**config.mk**
```make
export PLATFORM = sky130hd
export DESIGN_NAME = hd44780_led_indicator_flat
export DESIGN_NICKNAME = d
export VERILOG_FILES = /design/src/rtl/hd44780_led_indicator_if.sv /design/src/rtl/hd44780_led_indicator.sv /design/src/flat_wrapper.sv
export SDC_FILE = /design/constraint.sdc
export NUM_CORES = 1
export LEC_CHECK = 0
export BUFFER_PORTS_ARGS = -buffer_cell sky130_fd_sc_hd__buf_2
export CAP_MARGIN = 30
export CORE_ASPECT_RATIO = 1.4
export CORE_MARGIN = 10
export CORE_UTILIZATION = 45
export CTS_BUF_LIST = sky130_fd_sc_hd__clkbuf_4
export DETAILED_ROUTE_END_ITERATION = 10
export PLACE_DENSITY = 0.63
export SLEW_MARGIN = 10
export SYNTH_ARGS = -nofsm -noshare
export SYNTH_HDL_FRONTEND = slang
export SYNTH_SLANG_ARGS = --single-unit
```
**constraint.sdc**
```tcl
create_clock -name clk -period 1.15 [get_ports clk]
set_input_delay 0.23 -clock clk [delete_from_list [all_inputs] [get_ports clk]]
set_output_delay 0.23 -clock clk [all_outputs]
set_load 0.01 [all_outputs]
```
**src/rtl/hd44780_led_indicator_if.sv**
```systemverilog
// Configuration/sync bus for the LED indicator block, plus the registered LED drive.
// Write handshake: cfg_we is a one-cycle valid with no ready (the block always accepts
// or rejects on the same edge); the outcome is reported by a one-cycle cfg_ack or cfg_err
// pulse in the following cycle, and the two are never high together.
interface hd44780_led_indicator_if #(
    parameter int NCHAN    = 4,
    parameter int PWM_BITS = 3
);
    logic                sync;
    logic                cfg_we;
    logic [3:0]          cfg_chan;
    logic [1:0]          cfg_mode;
    logic [PWM_BITS-1:0] cfg_duty;
    logic                cfg_ack;
    logic                cfg_err;
    logic [NCHAN-1:0]    led;

    modport master (
        output sync, cfg_we, cfg_chan, cfg_mode, cfg_duty,
        input  cfg_ack, cfg_err, led
    );

    modport slave (
        input  sync, cfg_we, cfg_chan, cfg_mode, cfg_duty,
        output cfg_ack, cfg_err, led
    );
endinterface

```
**src/rtl/hd44780_led_indicator.sv**
```systemverilog
// Multi-channel LED driver: per-channel mode (off/steady/blink/heartbeat) gated by a
// shared PWM brightness counter, with a registered, polarity-corrected output.
`ifndef H4_TIMER_BITS
`define H4_TIMER_BITS 2
`endif

module hd44780_led_indicator #(
    parameter int               NCHAN      = 4,
    parameter int               PWM_BITS   = 3,
    parameter int               BLINK_BITS = `H4_TIMER_BITS + 4,
    parameter logic [NCHAN-1:0] ACTIVE_LOW = {NCHAN{1'b0}}
) (
    input  logic                     clk,
    input  logic                     rst,
    hd44780_led_indicator_if.slave   bus
);

    typedef enum logic [1:0] {
        MODE_OFF    = 2'b00,
        MODE_STEADY = 2'b01,
        MODE_BLINK  = 2'b10,
        MODE_HEART  = 2'b11
    } mode_t;

    logic [PWM_BITS-1:0]   pwm_ctr;
    logic [BLINK_BITS-1:0] blink_ctr;
    mode_t                 mode [NCHAN];
    logic [PWM_BITS-1:0]   duty [NCHAN];

    logic                  chan_ok;
    logic                  blink_gate;
    logic                  heart_gate;
    logic [2:0]            blink_top;
    logic [NCHAN-1:0]      gate;
    logic [NCHAN-1:0]      pwm_on;
    logic [NCHAN-1:0]      led_next;
    logic                  cfg_ack_r;
    logic                  cfg_err_r;
    logic [NCHAN-1:0]      led_r;

    // Channel index is 4 bits wide; widen to 5 so NCHAN=16 compares correctly.
    assign chan_ok    = ({1'b0, bus.cfg_chan} < 5'(NCHAN));
    assign blink_top  = blink_ctr[BLINK_BITS-1 -: 3];
    assign blink_gate = ~blink_ctr[BLINK_BITS-1];
    assign heart_gate = (blink_top == 3'b000) || (blink_top == 3'b010);

    always_comb begin
        gate     = '0;
        pwm_on   = '0;
        led_next = '0;
        for (int c = 0; c < NCHAN; c++) begin
            case (mode[c])
                MODE_STEADY: gate[c] = 1'b1;
                MODE_BLINK:  gate[c] = blink_gate;
                MODE_HEART:  gate[c] = heart_gate;
                default:     gate[c] = 1'b0;
            endcase
            pwm_on[c]   = (pwm_ctr <= duty[c]);
            led_next[c] = (gate[c] & pwm_on[c]) ^ ACTIVE_LOW[c];
        end
    end

    always_ff @(posedge clk) begin
        if (rst) begin
            pwm_ctr   <= '0;
            blink_ctr <= '0;
            cfg_ack_r <= 1'b0;
            cfg_err_r <= 1'b0;
            led_r     <= ACTIVE_LOW;
            for (int c = 0; c < NCHAN; c++) begin
                mode[c] <= MODE_OFF;
                duty[c] <= '1;
            end
        end else begin
            if (bus.sync) begin
                pwm_ctr   <= '0;
                blink_ctr <= '0;
            end else begin
                pwm_ctr   <= pwm_ctr + PWM_BITS'(1);
                blink_ctr <= blink_ctr + BLINK_BITS'(1);
            end

            cfg_ack_r <= bus.cfg_we & chan_ok;
            cfg_err_r <= bus.cfg_we & ~chan_ok;

            // Loop-compare instead of indexing so an out-of-range channel touches nothing.
            for (int c = 0; c < NCHAN; c++) begin
                if (bus.cfg_we && chan_ok && (bus.cfg_chan == 4'(c))) begin
                    mode[c] <= mode_t'(bus.cfg_mode);
                    duty[c] <= bus.cfg_duty;
                end
            end

            led_r <= led_next;
        end
    end

    assign bus.cfg_ack = cfg_ack_r;
    assign bus.cfg_err = cfg_err_r;
    assign bus.led     = led_r;

endmodule

```
**src/flat_wrapper.sv**
```systemverilog
// flat-port wrapper written by rule: the top's interface ports become plain ports
module hd44780_led_indicator_flat 
#(
    parameter int               NCHAN      = 4,
    parameter int               PWM_BITS   = 3,
    parameter int               BLINK_BITS = `H4_TIMER_BITS + 4,
    parameter logic [NCHAN-1:0] ACTIVE_LOW = {NCHAN{1'b0}}
)
  (clk, rst, bus_sync, bus_cfg_we, bus_cfg_chan, bus_cfg_mode, bus_cfg_duty, bus_cfg_ack, bus_cfg_err, bus_led);
  hd44780_led_indicator_if #(.NCHAN(NCHAN), .PWM_BITS(PWM_BITS)) bus_i ();
  input  logic clk;
  input  logic rst;
  input wire logic [$bits(bus_i.sync)-1:0] bus_sync;
  input wire logic [$bits(bus_i.cfg_we)-1:0] bus_cfg_we;
  input wire logic [$bits(bus_i.cfg_chan)-1:0] bus_cfg_chan;
  input wire logic [$bits(bus_i.cfg_mode)-1:0] bus_cfg_mode;
  input wire logic [$bits(bus_i.cfg_duty)-1:0] bus_cfg_duty;
  output wire logic [$bits(bus_i.cfg_ack)-1:0] bus_cfg_ack;
  output wire logic [$bits(bus_i.cfg_err)-1:0] bus_cfg_err;
  output wire logic [$bits(bus_i.led)-1:0] bus_led;
  assign bus_i.sync = bus_sync;
  assign bus_i.cfg_we = bus_cfg_we;
  assign bus_i.cfg_chan = bus_cfg_chan;
  assign bus_i.cfg_mode = bus_cfg_mode;
  assign bus_i.cfg_duty = bus_cfg_duty;
  assign bus_cfg_ack = bus_i.cfg_ack;
  assign bus_cfg_err = bus_i.cfg_err;
  assign bus_led = bus_i.led;
  hd44780_led_indicator #(.NCHAN(NCHAN), .PWM_BITS(PWM_BITS), .BLINK_BITS(BLINK_BITS), .ACTIVE_LOW(ACTIVE_LOW)) u_core (.clk(clk), .rst(rst), .bus(bus_i));
endmodule
```
==> flow_summary.ini, run 1 <==
[status]
status = complete, but fails checks
violations = negative setup slack

[critical_path]
worstPathCellList = ha_1 -> nor2_1 -> a31oi_1 -> a211oi_2
slowest_stage = dfxtp_2
cpPeakStageDelay_ns = 0.39
crit_type = reg2reg
cp_max_fo = 5
critPathLaunchType = register
critPathRequiredTime_ns = 1.42
cp-startpoint = u_core.pwm_ctr[2]
worstRegToRegCells = 4
cp.arrival_ns = 1.48
reg2reg_slack_ns = -0.07
cp-end-kind = register
rr_startpoint = u_core.pwm_ctr[2]

[grt]
grt_max_degree = 12
antenna_found_initial = 0
grt_pass1_wl_um = 5310
grt_pass1_vias = 1214
grt_remaining_overflow = 0
grt.total_usage = 0.103

[die]
start_util = 0.477
dieArea_um2 = 6500
die_x_um = 71.1
rows = 25
core_um2 = 3440
chipHeight_um = 91.5
io_pins = 19

[yosys]
synth_edf_count = 20
synth.area.top_cells = edfxtp_1 37%, dfxtp_1 18%, ha_1 11%
synth_seq_cells = 35
netlist.area_leader.share = 0.366
yosysWarnings = 0
syn_nets = 174
synthFlopType = edfxtp_1
synth_area_leader_cell = edfxtp_1
ys_async_sr_fraction = 0
seq_area_frac_synth = 0.548
netlist_area_um2 = 1640
avgSynthCellArea_um2 = 11.2
syn_inst = 147
yosysUniqueCellTypes = 27

[clock_tree]
cts.clk_slew.worst_paths_ns = 0.10
clk_path_buf_depth = 2
clkSinkCount = 35
cts_buffers = 5
htreeDepth = 2
cts-root-buf = clkbuf_4
post_cts_buffers = 0
cts_tree = built
clk_latency_ns = 0.34

[placement]
place_inst = 210
routabilityCongestion = 0.756
dp_hpwl_um = 2570
io_buffer_count = 18

[timing]
tightest_slew_ns = 0.319
hold_viol = 0
setup-violations-final = 4
fin_tns_setup_ns = -0.142
period_needed_ns = 1.22
fin_crit_sh = 1.06
clock.fmax_mhz = 823
layout_setup_ws_ns = -0.0656
report.final.slew_viol_count = 0
rsz0062_at_grt = yes
fin_skew_ns = 0.00617
relSlewSlack = 0.786

[run]
drv_cap = 0

[layout]
final_common_cell = edfxtp_1
utilization = 0.580
syn2layout_area_growth_pct = 21.6
stdcell_count = 218
mostFrequentLayoutCells = 20 x edfxtp_1, 19 x nor2_1, 18 x buf_2, 12 x dfxtp_1
nNetsFinal = 204
drive_gt1_frac = 0.360
n_antenna_cell = 0

[power]
comb_power_share = 0.112
p_total_w = 0.00234
peakVddDrop_v = 0.000872
power_density_nw_per_um2 = 1170
p_clk_frac = 0.283
power_switching_share = 0.246
seqPwrFrac = 0.605
intPower_w = 0.00177
p_switching_w = 0.000575
leakage_nw = 0.866

[drt]
antenna_left = 0
wl_per_cell_um = 14.8
routed_wl_um = 3230
viasPerCell = 5.06
firstDrtPassIters = 4
first_iter_violations = 20
drcViolationCount = 0
vias = 1103

[min_path]
holdCritPathClass = in2reg
min_path_cells = 2
min_from = bus_cfg_we
## stage by stage
step	worst slack (ns)	hold slack, ns	cell area, um^2
6_report	-0.0656	0.162	2000
5_1_grt	-0.122	0.156	2000
4_1_cts	-0.0362	0.158	1980
3_5_place_dp	-0.263	0.468	1850
3_3_place_gp	-0.230	0.449	1850
2_1_floorplan	-0.0374	0.313	1670
## per-layer routing
metal / up-vias / global-route usage / wire length [um]
met5: - / 0 / 0
met3: 7 / 0.0294 / 136
met2: 20 / 0.193 / 1760
met1: 509 / 0.0946 / 1280
met4: 0 / 0.0631 / 57
li1: 567 / - / -
## cells in the mapped netlist, drive strengths merged (4+ instances only)
master,instances
a211o,4
a211oi,4
a21oi,5
a31oi,4
and2,5
dfxtp,15
edfxtp,20
ha,14
inv,15
mux2i,4
nand2,4
nor2,19
or2,10
## registers in the layout, summed over array words and instances (netlist names)
register	flops
u_core.blink_ctr	6
u_core.bus.cfg_ack	1
u_core.bus.cfg_err	1
u_core.bus.led	4
u_core.duty	12
u_core.mode	8
u_core.pwm_ctr	3
## power groups by stage
| stage | Sequential (W) | Combinational [W] | Clock, W |
|---|---|---|---|
| after floorplan | 0.00144 | 0.000132 | 0 |
| after global placement | 0.00144 | 0.000221 | 0 |
| after detailed placement | 0.00144 | 0.000238 | 0 |
| after CTS | 0.00142 | 0.000261 | 0.000674 |
| after global routing | 0.00142 | 0.000292 | 0.000716 |
| final | 0.00142 | 0.000262 | 0.000662 |
## worst max-delay path, delay by kind of cell, from the launching register on
kind / cells / cell delay [ns]
AOI/OAI and AO/OA: 2 / 0.31
DFF: 1 / 0.39
and+or+nand+nor: 1 / 0.12
adders and majority gates: 1 / 0.33
## path summary, 6_finish.rpt
path,end
setup reg to reg,u_core.bus.led[0]
hold reg to reg,u_core.blink_ctr[0]
setup / recovery,u_core.bus.led[0]
hold / removal,u_core.bus.cfg_err
## kinds of logic after synthesis
kind of cell,count (synthesis),synth area share
simple gates,50,0.165
flops,35,0.548
fa+ha+maj,14,0.107
compound gates,22,0.0921
buf+inv,18,0.0419
xor+xnor,4,0.0213
mux,4,0.0244
## layout make-up
| class | count | area (um^2) |
|---|---|---|
| clock inverter | 2 | 12.5 |
| multi-input combinational | 94 | 773 |
| sequential | 35 | 907 |
| inverter | 15 | 58.8 |
| fill | 325 | 1440 |
| clock buffer | 6 | 45.0 |
| tap | 40 | 50.0 |
| timing repair buffer | 26 | 150 |
## what timing repair did
| action | 4_1_cts | 5_1_grt |
|---|---|---|
| hold buffers | 0 | 0 |
| pin swaps | 1 | 0 |
| resized for setup | 17 | 2 |
| gates cloned | 0 | 0 |
| endpoints found under the setup margin | 4 | 4 |
Note: power is estimated with default switching activity, not from simulation.
==> run 2: changes to the inputs <==
--- a/config.mk
+++ b/config.mk
@@ -5,6 +5,7 @@
 export SDC_FILE = /design/constraint.sdc
 export NUM_CORES = 1
 export LEC_CHECK = 0
+export ABC_AREA = 1
 export BUFFER_PORTS_ARGS = -buffer_cell sky130_fd_sc_hd__buf_2
 export CAP_MARGIN = 30
 export CORE_ASPECT_RATIO = 1.4
@@ -12,7 +13,7 @@
 export CORE_UTILIZATION = 45
 export CTS_BUF_LIST = sky130_fd_sc_hd__clkbuf_4
 export DETAILED_ROUTE_END_ITERATION = 10
-export PLACE_DENSITY = 0.63
+export PLACE_DENSITY = 0.62
 export SLEW_MARGIN = 10
 export SYNTH_ARGS = -nofsm -noshare
 export SYNTH_HDL_FRONTEND = slang
==> flow_summary.ini, run 2 <==
[layout]
n_antenna_cell = 0
nNetsFinal = 243
mostFrequentLayoutCells = 36 x nand2_1, 30 x nor2_1, 25 x inv_1, 20 x edfxtp_1, 18 x buf_2
reg.largest.list = u_core.duty: 12 flops, u_core.mode: 8 flops, u_core.blink_ctr: 6 flops
largest_reg_flops = 12
largest-register = u_core.duty
syn2layout_area_growth_pct = 18.5
final_common_cell = nand2_1
drive_gt1_frac = 0.226
utilization = 0.552

[placement]
routabilityCongestion = 0.785
pre_cts_slack_ns = -0.172
dp_hpwl_um = 2750
io_buffer_count = 18

[drt]
vias = 1281
antenna_left = 0
viasPerCell = 4.95
firstDrtPassIters = 4
wl_per_cell_um = 13.1
first_iter_violations = 44
routed_wl_um = 3400
drcViolationCount = 0

[yosys]
yosysMostFrequentCell = nand2_1
synth_area_leader_cell = edfxtp_1
syn_inst = 187
yosysUniqueCellTypes = 18
netlist_top_cells_count = 36 x nand2_1, 30 x nor2_1, 25 x inv_1, 20 x edfxtp_1, 15 x dfxtp_1
synth.area.top_cells = edfxtp_1 35%, dfxtp_1 18%, ha_1 10%
synthFlopType = edfxtp_1
synth_seq_cells = 35
ys_async_sr_fraction = 0
synth_edf_count = 20
syn_nets = 214
netlist.area_leader.share = 0.354
netlist_area_um2 = 1700
avgSynthCellArea_um2 = 9.08
yosysWarnings = 0
seq_area_frac_synth = 0.531

[min_path]
holdCritPathClass = in2reg

[timing]
rsz0062_at_grt = yes
fin_crit_sh = 0.960
tightest_slew_ns = 0.284
relSlewSlack = 0.810
hold_viol = 0
clock.fmax_mhz = 905
fin_skew_ns = 0.00927
report.final.slew_viol_count = 0
setup-violations-final = 0
layout_setup_ws_ns = 0.0455
holdWs_ns = 0.170
period_needed_ns = 1.10

[die]
core_um2 = 3640
io_pins = 19
die_x_um = 71.9
rows = 26
chipHeight_um = 92.7
start_util = 0.466
dieArea_um2 = 6670

[critical_path]
crit_type = reg2reg
cp_max_fo = 5
cp-end-kind = register
cp.arrival_ns = 1.37
critPathRequiredTime_ns = 1.42
critPathLaunchType = register

[clock_tree]
post_cts_buffers = 0
htreeDepth = 2
cts_tree = built
cts.clk_slew.worst_paths_ns = 0.11
cts-root-buf = clkbuf_4
clk_latency_ns = 0.33
cts_buffers = 5
clk_path_buf_depth = 2
clkSinkCount = 35

[run]
drv_cap = 0

[power]
peakVddDrop_v = 0.00127
power_density_nw_per_um2 = 1250
leakage_nw = 0.911
p_total_w = 0.00251

[grt]
grt_pass1_vias = 1412
grt.total_usage = 0.110
grt_pass1_wl_um = 5810
antenna_found_initial = 0
grt_max_degree = 12
grt_remaining_overflow = 0

[status]
status = finished, final reports clean
-- run 2: changes by cell type after synthesis, moves of 5 or more --
cell / before / now
and2_1: 5 / 0
or2_2: 10 / 0
nand2_1: 4 / 36
nand4_1: 0 / 6
nand3_1: 3 / 13
nor2_1: 19 / 30
a21oi_1: 5 / 11
inv_1: 15 / 25
-- run 2: area by class of cell --
| class | count | area, um^2 |
|---|---|---|
| tap | 42 | 52.6 |
| clock inverter | 3 | 38.8 |
| multi-input combinational | 124 | 747 |
| timing repair buffer | 23 | 128 |
| sequential | 35 | 907 |
| clock buffer | 5 | 37.5 |
| inverter | 27 | 101 |
| fill | 348 | 1630 |
-- run 2: repair_timing --
action | 4_1_cts | 5_1_grt
hold buffers | 0 | 0
resized for setup | 1 | 10
endpoints found under the setup margin | 4 | 4
-- run 2: path summary, 6_finish.rpt --
| kind | from | endpoint | slack (ns) | depth (start not counted) |
|---|---|---|---|---|
| hold / removal | bus_sync | u_core.blink_ctr[5] | 0.17 | 4 |
| setup / recovery | u_core.pwm_ctr[2] | u_core.bus.led[1] | 0.05 | 4 |
| hold reg to reg | u_core.pwm_ctr[0] | u_core.pwm_ctr[0] | 0.45 | 1 |
| setup reg to reg | u_core.pwm_ctr[2] | u_core.bus.led[1] | 0.05 | 4 |
-- run 2: power breakdown --
group          internal, W  leakage (nW)  switching [W]
Clock             0.000447        0.0426       0.000393
Combinational     0.000103         0.547       0.000158
Sequential         0.00138         0.322      0.0000268
Total              0.00193         0.911       0.000578
-- run 2: kinds of logic after synthesis --
family	share of synthesized area
adder cells (fa/ha/maj)	0.103
XOR/XNOR	0.0103
flip-flops	0.531
buffers and inverters	0.0626
AO/OA/AOI/OAI	0.0383
AND/OR/NAND/NOR	0.255
-- run 2: per-stage QoR --
stage	cells	TNS, ns	instance area (um^2)
after floorplan	187	0	1700
after global placement	251	-1.52	1880
after detailed placement	251	-2.96	1880
after CTS	259	0	1950
after global routing	259	-0.0154	2010
final	259	0	2010
-- run 2: layer usage --
metal	global-route usage	vias to the layer above	part of all wire	wire length, um
met2	0.214	25	0.54	1850
met4	0.0550	0	0.026	89
met5	0	-	0	0
met3	0.0406	9	0.050	171
li1	-	671	-	-
met1	0.0916	576	0.38	1290
-- run 2: worst max-delay path, stage by stage (launching register included) --
cell and delay [ns]:
dfxtp_4 0.41, ha_1 0.34, a21oi_1 0.13, nand2_1 0.06, a21oi_1 0.11
